[config.mk]
export PLATFORM = sky130hd
export DESIGN_NAME = label_fetch
export DESIGN_NICKNAME = d
export VERILOG_FILES = /design/src/rtl/label_fetch_pkg.sv /design/src/rtl/label_fetch.sv
export SDC_FILE = /design/constraint.sdc
export NUM_CORES = 1
export LEC_CHECK = 0
export ABC_AREA = 1
export BUFFER_PORTS_ARGS = -buffer_cell sky130_fd_sc_hd__buf_2
export CAP_MARGIN = 15
export CORE_AREA = 8 8 218 220
export CTS_BUF_LIST = sky130_fd_sc_hd__clkbuf_2
export DETAILED_ROUTE_END_ITERATION = 10
export DIE_AREA = 0 0 226 228
export GPL_ROUTABILITY_DRIVEN = 0
export PLACE_DENSITY = 0.51
export REMOVE_ABC_BUFFERS = 1
export SYNTH_ARGS = -nofsm -noshare
export SYNTH_HDL_FRONTEND = slang
export SYNTH_SLANG_ARGS = --single-unit
export TNS_END_PERCENT = 10
[constraint.sdc]
create_clock -name clk -period 26.3 [get_ports clk]
set_input_delay 2.63 -clock clk [delete_from_list [all_inputs] [get_ports clk]]
set_output_delay 2.63 -clock clk [all_outputs]
set_load 0.1 [all_outputs]
[src/rtl/label_fetch_pkg.sv]
// Shared garbled-circuit definitions: fetch FSM state encoding and the default
// label-memory geometry used by both the label DPRAM and its read initiators.
package label_fetch_pkg;

    // state | meaning
    // IDLE  | ready for a new gate request
    // POLL  | waiting for operand ready flags; issues reads when set
    // CAPT  | read data returning; latch labels for the reads just issued
    // OUT   | both labels held on out_label_*, waiting for out_ready
    typedef enum logic [1:0] {
        ST_IDLE = 2'd0,
        ST_POLL = 2'd1,
        ST_CAPT = 2'd2,
        ST_OUT  = 2'd3
    } lf_state_e;

    localparam int GC_S       = 13;
    localparam int GC_K       = 128;
    localparam int GC_TIMEOUT = 4096;
    localparam int GC_CNT_W   = 16;

endpackage

[src/rtl/label_fetch.sv]
// Read-side initiator for the garbled-label DPRAM. Latches a gate's two input
// wire addresses, polls the per-address ready flags, reads each label once it
// is written (retrying while the ports are stolen by a deferred write) and
// hands both labels to the evaluation core over valid/ready.
module label_fetch
    import label_fetch_pkg::*;
#(
    parameter int S       = GC_S,
    parameter int K       = GC_K,
    parameter int TIMEOUT = GC_TIMEOUT
) (
    input  logic         clk,
    input  logic         rst,
    input  logic         clr_i,
    input  logic         req_valid_i,
    output logic         req_ready_o,
    input  logic [S-1:0] req_addr_a_i,
    input  logic [S-1:0] req_addr_b_i,
    input  logic         req_single_i,
    output logic         rd_req_0_o,
    output logic         rd_req_1_o,
    output logic [S-1:0] rd_addr_0_o,
    output logic [S-1:0] rd_addr_1_o,
    input  logic         rd_data_ready_0_i,
    input  logic         rd_data_ready_1_i,
    input  logic         stall_rd_i,
    input  logic [K-1:0] rd_data_0_i,
    input  logic [K-1:0] rd_data_1_i,
    output logic         out_valid_o,
    input  logic         out_ready_i,
    output logic [K-1:0] out_label_a_o,
    output logic [K-1:0] out_label_b_o,
    output logic         err_timeout_o
);

    // A TIMEOUT beyond the counter range can only be reached at saturation.
    localparam logic [GC_CNT_W-1:0] TO_CNT =
        (TIMEOUT > 65535) ? 16'hFFFF : GC_CNT_W'(TIMEOUT);

    lf_state_e             state_q;
    logic [S-1:0]          addr_a_q, addr_b_q;
    logic                  got_a_q, got_b_q;
    logic                  pend_a_q, pend_b_q;
    logic [K-1:0]          label_a_q, label_b_q;
    logic                  out_valid_q;
    logic                  err_q;
    logic [GC_CNT_W-1:0]   wait_cnt_q;

    logic [GC_CNT_W-1:0]   wait_cnt_d;
    logic                  got_a_d, got_b_d;
    logic                  rd_req_0, rd_req_1;
    logic                  rd_accept;

    // Read requests follow the live flags so a label is fetched the cycle it lands.
    always_comb begin
        rd_req_0   = (state_q == ST_POLL) && !got_a_q && rd_data_ready_0_i;
        rd_req_1   = (state_q == ST_POLL) && !got_b_q && rd_data_ready_1_i;
        rd_accept  = (rd_req_0 || rd_req_1) && !stall_rd_i;
        wait_cnt_d = (wait_cnt_q == 16'hFFFF) ? wait_cnt_q : wait_cnt_q + 16'd1;
        got_a_d    = got_a_q || pend_a_q;
        got_b_d    = got_b_q || pend_b_q;
    end

    // Fetch FSM with its operand bookkeeping, capture registers and wait counter.
    always_ff @(posedge clk or posedge rst) begin
        if (rst) begin
            state_q     <= ST_IDLE;
            addr_a_q    <= '0;
            addr_b_q    <= '0;
            got_a_q     <= 1'b0;
            got_b_q     <= 1'b0;
            pend_a_q    <= 1'b0;
            pend_b_q    <= 1'b0;
            label_a_q   <= '0;
            label_b_q   <= '0;
            out_valid_q <= 1'b0;
            err_q       <= 1'b0;
            wait_cnt_q  <= '0;
        end else if (clr_i) begin
            // Abort lines up with the DPRAM flag clear; any read in flight is dropped.
            state_q     <= ST_IDLE;
            got_a_q     <= 1'b0;
            got_b_q     <= 1'b0;
            pend_a_q    <= 1'b0;
            pend_b_q    <= 1'b0;
            out_valid_q <= 1'b0;
            err_q       <= 1'b0;
            wait_cnt_q  <= '0;
        end else begin
            case (state_q)
                ST_IDLE: begin
                    if (req_valid_i) begin
                        addr_a_q   <= req_addr_a_i;
                        addr_b_q   <= req_addr_b_i;
                        got_a_q    <= 1'b0;
                        got_b_q    <= req_single_i;
                        pend_a_q   <= 1'b0;
                        pend_b_q   <= 1'b0;
                        // Cleared so a single-operand gate presents B as zero.
                        label_a_q  <= '0;
                        label_b_q  <= '0;
                        wait_cnt_q <= '0;
                        state_q    <= ST_POLL;
                    end
                end
                ST_POLL: begin
                    wait_cnt_q <= wait_cnt_d;
                    if (wait_cnt_d >= TO_CNT) begin
                        err_q <= 1'b1;
                    end
                    if (rd_accept) begin
                        pend_a_q <= rd_req_0;
                        pend_b_q <= rd_req_1;
                        state_q  <= ST_CAPT;
                    end
                end
                ST_CAPT: begin
                    if (pend_a_q) begin
                        label_a_q <= rd_data_0_i;
                    end
                    if (pend_b_q) begin
                        label_b_q <= rd_data_1_i;
                    end
                    got_a_q  <= got_a_d;
                    got_b_q  <= got_b_d;
                    pend_a_q <= 1'b0;
                    pend_b_q <= 1'b0;
                    if (got_a_d && got_b_d) begin
                        out_valid_q <= 1'b1;
                        state_q     <= ST_OUT;
                    end else begin
                        state_q <= ST_POLL;
                    end
                end
                ST_OUT: begin
                    if (out_ready_i) begin
                        out_valid_q <= 1'b0;
                        state_q     <= ST_IDLE;
                    end
                end
                default: state_q <= ST_IDLE;
            endcase
        end
    end

    assign req_ready_o   = (state_q == ST_IDLE);
    assign rd_req_0_o    = rd_req_0;
    assign rd_req_1_o    = rd_req_1;
    assign rd_addr_0_o   = addr_a_q;
    assign rd_addr_1_o   = addr_b_q;
    assign out_valid_o   = out_valid_q;
    assign out_label_a_o = label_a_q;
    assign out_label_b_o = label_b_q;
    assign err_timeout_o = err_q;

endmodule

# [After elaboration in Yosys (flattened, before gate mapping)]
# Cells that the tools add are included.
[op_classes] addsub=1 mul=0 div_mod_pow=0 magnitude_cmp=1 n_eq_ne=11 shift=0 muxes=34 n_bitwise=1 n_reduce_logical=29
[ops] cell="$pmux W128 S2" n=2
[ops] cell="$mux W128" n=3
[ops] cell="$mux W16" n=3
[ops] cell="$pmux W16 S2" n=1
[ops] cell="$add A16 B1 Y16 const B" n=1
[ops] cell="$eq A16 B16 Y1 const B" n=1
[ops] cell="$ge A16 B13 Y1 const B" n=1
[ops] cell="$mux W1" n=14
[ops] cell="$ne A3 B3 Y1 const B" n=4
[ops] cell="$reduce_and A3 Y1" n=4
[ops] cell="$mux W2" n=5
[ops] cell="$reduce_bool A3 Y1" n=3
[ops] cell="$pmux W2 S4" n=1
[ops] cell="$reduce_and A4 Y1" n=2
[ops] cell="$logic_and A1 B1 Y1" n=6
[ops] cell="$ne A2 B2 Y1 const B" n=3
[ops] cell="$pmux W1 S2" n=3
[ops] cell="$pmux W1 S3" n=2
[ops] cell="$reduce_and A2 Y1" n=3
[ops] cell="$reduce_bool A2 Y1" n=3
[ops] cell="$eq A2 B2 Y1 const B" n=2
[ops] cell="$reduce_bool A4 Y1" n=1
[ops] cell="$logic_not A1 Y1" n=3
[ops] cell="$logic_or A1 B1 Y1" n=3
[ops] cell="other kinds (3)" n=3
[word_totals] regBits=306 latch_bits=0 mem_bits_rw=0 rom_bits=0 inputBits=291 n_memories=0

# [Logic depth before layout (Yosys ltp)]
# Gate-level depths: netlist (run 1).
[depth] depth_word=8 ltp_mapped=12 mapped_depth_nobuf=12

# [Worst setup path before layout (run 1)]
# Ideal clock, no wire load.
[synth_timing] path_type="input to output" from="input port rd_data_ready_1_i" to="output port rd_req_1_o" arrival_ns=4.737 t_required_ns=23.670 path_slack_ns=18.933 path_stages=2 path_buffers=0 path_cell_list="inv_1 > nor3_1"
[synth_via] elab_chain_cells=1
[synth_rtl] item="start: declaration" line="label_fetch.sv:25" source="input logic rd_data_ready_1_i,"
[synth_rtl] item="$logic_and A1 B1 Y1" line="label_fetch.sv:57" source="rd_req_1 = (state_q == ST_POLL) && !got_b_q && rd_data_ready_1_i;"
[synth_rtl] item="end: declaration" line="label_fetch.sv:21" source="output logic rd_req_1_o,"
# No other way between the ends.

# [Worst setup path after layout (run 1)]
# Ends and elaborated chain as after synthesis.

==> results of run 1 <==
## layout by cell type, fill, tap and decap left out
cell type,netlist,final
o211ai_1,1,1
dfrtp_1,306,306
bufinv_16,0,1
nor3b_1,1,1
ha_1,5,4
nor4_1,2,2
o21a_1,1,1
a21oi_1,1,1
nor2_2,2,2
nand2_4,0,2
clkinv_1,0,13
buf_2,52,577
ha_4,0,1
buf_4,1,10
nand4_1,1,1
inv_1,30,29
mux2_2,26,26
clkbuf_2,0,127
nor3_1,4,4
a31oi_1,1,1
o21ai_0,286,286
o21bai_1,1,1
inv_8,0,1
xor2_1,7,7
xnor2_1,3,3
diode_2,0,8
o21ai_2,1,1
inv_2,1,4
nand2_1,578,576
nand3_2,1,1
o22ai_1,3,3
nand3_1,13,13
nor2_1,28,28
clkinv_2,0,3
## area by class of cell
class,instances,area [um2],share of cell area (%)
well taps,592,740.7,4.457
diodes,8,20.02,0.1205
repair buffers,587,2963,17.83
multi-input cells,966,4372,26.31
inverters,31,123.9,0.7454
flip-flops and latches,306,7657,46.08
clock inverters,20,105.1,0.6325
clock buffers,127,635.6,3.825
## routing by layer
| metal | GRT usage [%] | up-vias | wire length, um |
|---|---|---|---|
| met4 | 6.845 | 10 | 1047 |
| met2 | 28.63 | 373 | 22600 |
| met3 | 6.377 | 78 | 3697 |
| li1 | - | 5690 | - |
| met5 | 0 | - | 62 |
| met1 | 19.88 | 5319 | 17980 |
## stage by stage
step           instance area [um2]  utilization, %  worst slack [ns]  hold WS [ns]  instances
3_5_place_dp                 15860           36.17             20.21        0.4669       2482
4_1_cts                      16600           37.86             20.21        0.4874       2629
6_report                     16620           37.91             20.19        0.4829       2637
5_1_grt                      16620           37.91             20.14        0.5027       2637
2_1_floorplan                12120               -             15.21        0.4644       1303
3_3_place_gp                 15860           36.17             20.27        0.4617       2482
## worst reg2reg max path, cell delays in order (launching register included)
cell and delay, ns:
dfrtp_1 0.45, inv_1 0.19, ha_4 0.42, o21ai_0 0.25, nand2_4 0.33, buf_4 0.84
o21ai_0 0.27
## flip-flops by register name (all words and copies together) (netlist names)
| register | flops |
|---|---|
| err_timeout_o | 1 |
| got_a_q | 1 |
| got_b_q | 1 |
| out_label_a_o | 128 |
| out_label_b_o | 128 |
| out_valid_o | 1 |
| pend_a_q | 1 |
| pend_b_q | 1 |
| rd_addr_0_o | 13 |
| rd_addr_1_o | 13 |
| state_q | 2 |
| wait_cnt_q | 16 |
## cell families (layout without fill, tap and decap cells)
logic type | Yosys count | in the layout | synth area share [%]
and+or+nand+nor | 630 | 630 | 19.24
DFF | 306 | 306 | 61.16
AOI/OAI and AO/OA | 295 | 295 | 11.92
buffers and inverters | 120 | 765 | 4.147
muxes | 26 | 26 | 2.338
xor gates and xnor gates | 10 | 10 | 0.6996
adders and majority gates | 5 | 5 | 0.4997
other | 0 | 8 | 0
## worst paths after layout
kind	startpoint	to	slack (ns)
worst min-delay path	out_label_b_o[3]	out_label_b_o[3]	0.48
min in group asynchronous	rst	out_label_b_o[82]	1.69
worst min register to register	out_label_b_o[3]	out_label_b_o[3]	0.48
worst max-delay path	rd_data_ready_1_i	rd_req_1_o	20.19
worst max register to register	state_q[0]	out_label_a_o[100]	23.34
max in group asynchronous	rst	out_label_b_o[85]	22.20
==> reports/qor.csv, run 1 <==
metric,value,unit
viasPerCell,4.350,
synth-async-reset-ratio,100.0,%
start_kind,input pin,
htree_levels,3,
core_area,43840,um2
die_h,228,um
synth_commonest_cells,"578 x nand2_1, 306 x dfrtp_1, 286 x o21ai_0",
first_pass_iters,5,
synthCells,1392,
wire_per_inst,17.21,um
post-cts-setup-buffer-count,0,
synth_area_leaders,"dfrtp_1 61%, nand2_1 17%, o21ai_0 11%, mux2_2 2.3%, buf_2 2.1%",
skew,0.04456,ns
end_kind,output port,
finalSetupViolations,0,
cpMostUsedCell,buf_2,
insertion_delay,1.00,ns
hpwl,33160,um
clockBufferDepth,3,
required,23.67,ns
cts.sinks,306,
synth.most_common_cell,nand2_1,
area_growth,32.72,%
clk_pin_slew_worst_paths,0.07,ns
crit_type,input pin to output port,
hold_violations,0,
ios,578,
hold_buffers,0,
port_buffers,577,
via_count,11470,
drt_wl_total,45380,um
cp.depth,4,
fin_setup_tns,0,ns
antenna_found_initial,15,
fmax,163.8,MHz
critical_path_arrival,3.48,ns
yosysWarnings,0,
yosys.cell_types.count,28,
worst_pin_slew,1.061,ns
dieArea,51530,um2
drtIter0Drc,711,
grt_pass1_vias,11630,
synth_seq_cells,306,
fillers,4694,
avgSynthCellArea,8.995,um2
cpPeakStageDelay,0.49,ns
grt_max_degree,125,
rr_worst_depth,6,
worst-path-buf-inv,3,
critPathTopFamily,buffers and inverters,
status,"complete, no violations",
grt_setup_unrepaired,no,
cts_buffers,85,
initial_core_util,28.56,%
seq_area_frac_synth,61.16,%
slew_violations,0,
slowest_stage,buf_2,
path_max_fanout,2,
hold_class,register to register,
cts_root_buf,clkbuf_2,
layout_min_cycle_time,6.105,ns
die_width,226,um
synth_top_area_cell,dfrtp_1,
synth-edff-count,0,
gr-usage-all-layers,17.23,%
final_layout_size_suffix_gt1_share,37.11,%
tritoncts,yes,
maxSlewHeadroom,29.27,%
ant_nets,0,
period_share,23.21,%
grt_pass1_wl,69050,um
cap_violations,0,
fp-row-count,77,
post_cts_resized,0,
crit_path_cell_trace,buf_2 -> inv_1 -> nor3_1 -> buf_2,
syn_area,12520,um2
hold_path_depth,2,
nets,2273,
yosys.area.top_type_share,61.16,%
synthFlopType,dfrtp_1,
post-route-drc-count,0,
grt-ovfl-total,0,
Power of run 1 is not shown: default switching activity piles up to over one toggle a cycle in this logic, so the estimate is an artifact.
==> run 2, diff against run 1 <==
- CORE_AREA: 8 8 218 220 -> 8 8 217 219
- DIE_AREA: 0 0 226 228 -> 0 0 225 227
- PLACE_DENSITY: 0.51 -> 0.54
- clock period: 26.3 -> 5.2 ns (I/O delays scaled with it)
==> run 2 against run 1 <==
  * Register-to-register slack worse by 21 ns
  * Cell area up 18%
  * Wire length is 7.7% higher
  * Core utilization up 7.1 points
  * Clock-buffer cell count decreased by 4
  * Global-route usage up 1.3 points
  * Sequential cell count is the same
==> reports/qor.csv, run 2 (synthesis results as in run 1) <==
metric,value,unit,change
grt_setup_unrepaired,no,,
grt_use_met2,31.18,%,+2.6 points
insertion_delay,1.00,ns,about the same
holdWs,0.2461,ns,-0.2368 ns
layout_min_cycle_time,3.146,ns,
rr_worst_depth,9,,+3
initial_core_util,28.69,%,+0.13 points
reg2reg_from,state_q[1],,
critical_path_arrival,2.63,ns,-0.85 ns
clockBufferDepth,3,,unchanged
r2r_end,pend_a_q,,
ios,578,,unchanged
fillers,4279,,-8.8%
area_growth,56.93,%,
ant_nets,0,,unchanged
dieArea,51080,um2,-0.88%
cts_buffers,85,,unchanged
grt_pass1_vias,13660,,+17%
htree_levels,3,,unchanged
viasPerCell,4.431,,+1.9%
cts_root_buf,clkbuf_2,,
grt_busiest_layer,met2,,
clk_pin_slew_worst_paths,0.11,ns,+0.04 ns
first_pass_iters,6,,+1
start_kind,register,,
via_count,13010,,+13%
core_area,43640,um2,-0.44%
tritoncts,yes,,
path_max_fanout,5,,+3
drt_wl_total,48870,um,+7.7%
grt_max_degree,149,,+19%
nets,2574,,+13%
hold_buffers,299,,+299
port_buffers,577,,unchanged
met1_usage,20.87,%,+0.99 points
final_common_cell,buf_2,,
die_width,225,um,-0.44%
cts.sinks,306,,unchanged
regArea,7657,um2,unchanged
multi_input_area,4372,um2,unchanged
slew_violations,0,,unchanged
grtUsageMet3,6.621,%,+0.24 points
hold_violations,0,,unchanged
antenna_found_initial,4,,-11
hold_class,input pin to asynchronous set/reset pin,,
rrSetupSlack,2.14,ns,-21.20 ns
finalSetupViolations,0,,unchanged
die_h,227,um,-0.44%
worst_pin_slew,0.9164,ns,-0.1446 ns
status,"complete, no violations",,
hpwl,33330,um,+0.52%
gr-usage-all-layers,18.51,%,+1.3 points
period_share,60.51,%,
post-route-drc-count,0,,unchanged
fin_setup_tns,0,ns,unchanged
maxSlewHeadroom,38.91,%,+9.6 points
grt_pass1_wl,75200,um,+8.9%
post-cts-setup-buffer-count,0,,unchanged
cap_violations,0,,unchanged
grt-ovfl-total,0,,unchanged
crit_type,register to output port,,
drtIter0Drc,730,,+2.7%
post_cts_resized,0,,unchanged
final_layout_size_suffix_gt1_share,32.26,%,-4.8 points
required,4.68,ns,-18.99 ns
end_kind,output port,,
fmax,317.8,MHz,
mostFrequentLayoutCells,"577 x buf_2, 576 x nand2_1, 306 x dfrtp_1, 299 x dlygate4sd3_1, 286 x o21ai_0",,
skew,0.03831,ns,-0.006254 ns
wire_per_inst,16.65,um,-3.2%
fp-row-count,77,,unchanged
## run 2: cell count changes in the layout (fill, tap and decap cells not counted)
| cell | before | now |
|---|---|---|
| clkinv_1 | 13 | 16 |
| diode_2 | 8 | 6 |
| buf_4 | 10 | 9 |
| clkbuf_2 | 127 | 123 |
| dlygate4sd3_1 | 0 | 299 |
| buf_12 | 0 | 3 |
## run 2: final cells by class
type	count	area share, %
inverters	31	0.6304
flip-flops and latches	306	38.97
repair buffers	888	30.58
clock buffers	123	3.133
diodes	6	0.07641
clock inverters	23	0.5922
well taps	592	3.770
multi-input cells	966	22.25
## run 2: metrics by stage
stage | util, % | std cells | setup WS, ns | instance area (um2)
6_report | 45.02 | 2935 | 2.054 | 19650
5_1_grt | 45.02 | 2935 | 1.751 | 19650
4_1_cts | 44.99 | 2929 | 1.859 | 19630
3_5_place_dp | 36.45 | 2484 | 2.179 | 15910
3_3_place_gp | 36.45 | 2484 | 2.314 | 15910
2_1_floorplan | - | 1303 | -4.125 | 12120
## run 2: critical path, stage by stage, from the launching register on
cell and delay [ns]:
dfrtp_1 0.44, inv_1 0.14, ha_1 0.22, inv_1 0.12, nor3_1 0.25, buf_2 0.50
## run 2: worst max-delay path by stage
stage                     startpoint  depth (start not counted)                 end
after floorplan           state_q[0]                          5    out_label_a_o[0]
after global placement    state_q[0]                          6   out_label_a_o[74]
after detailed placement  state_q[0]                          6  out_label_a_o[105]
after CTS                 state_q[1]                          5          rd_req_0_o
after global routing      state_q[1]                          5          rd_req_0_o
final                     state_q[1]                          5          rd_req_1_o
## run 2: routing by layer
layer | vias up | share of wire [%]
met5 | - | 0.023
met3 | 122 | 7.7
met1 | 6106 | 39
met2 | 484 | 49
li1 | 6291 | -
met4 | 2 | 4.1
Power of run 2 is left out for the same reason.
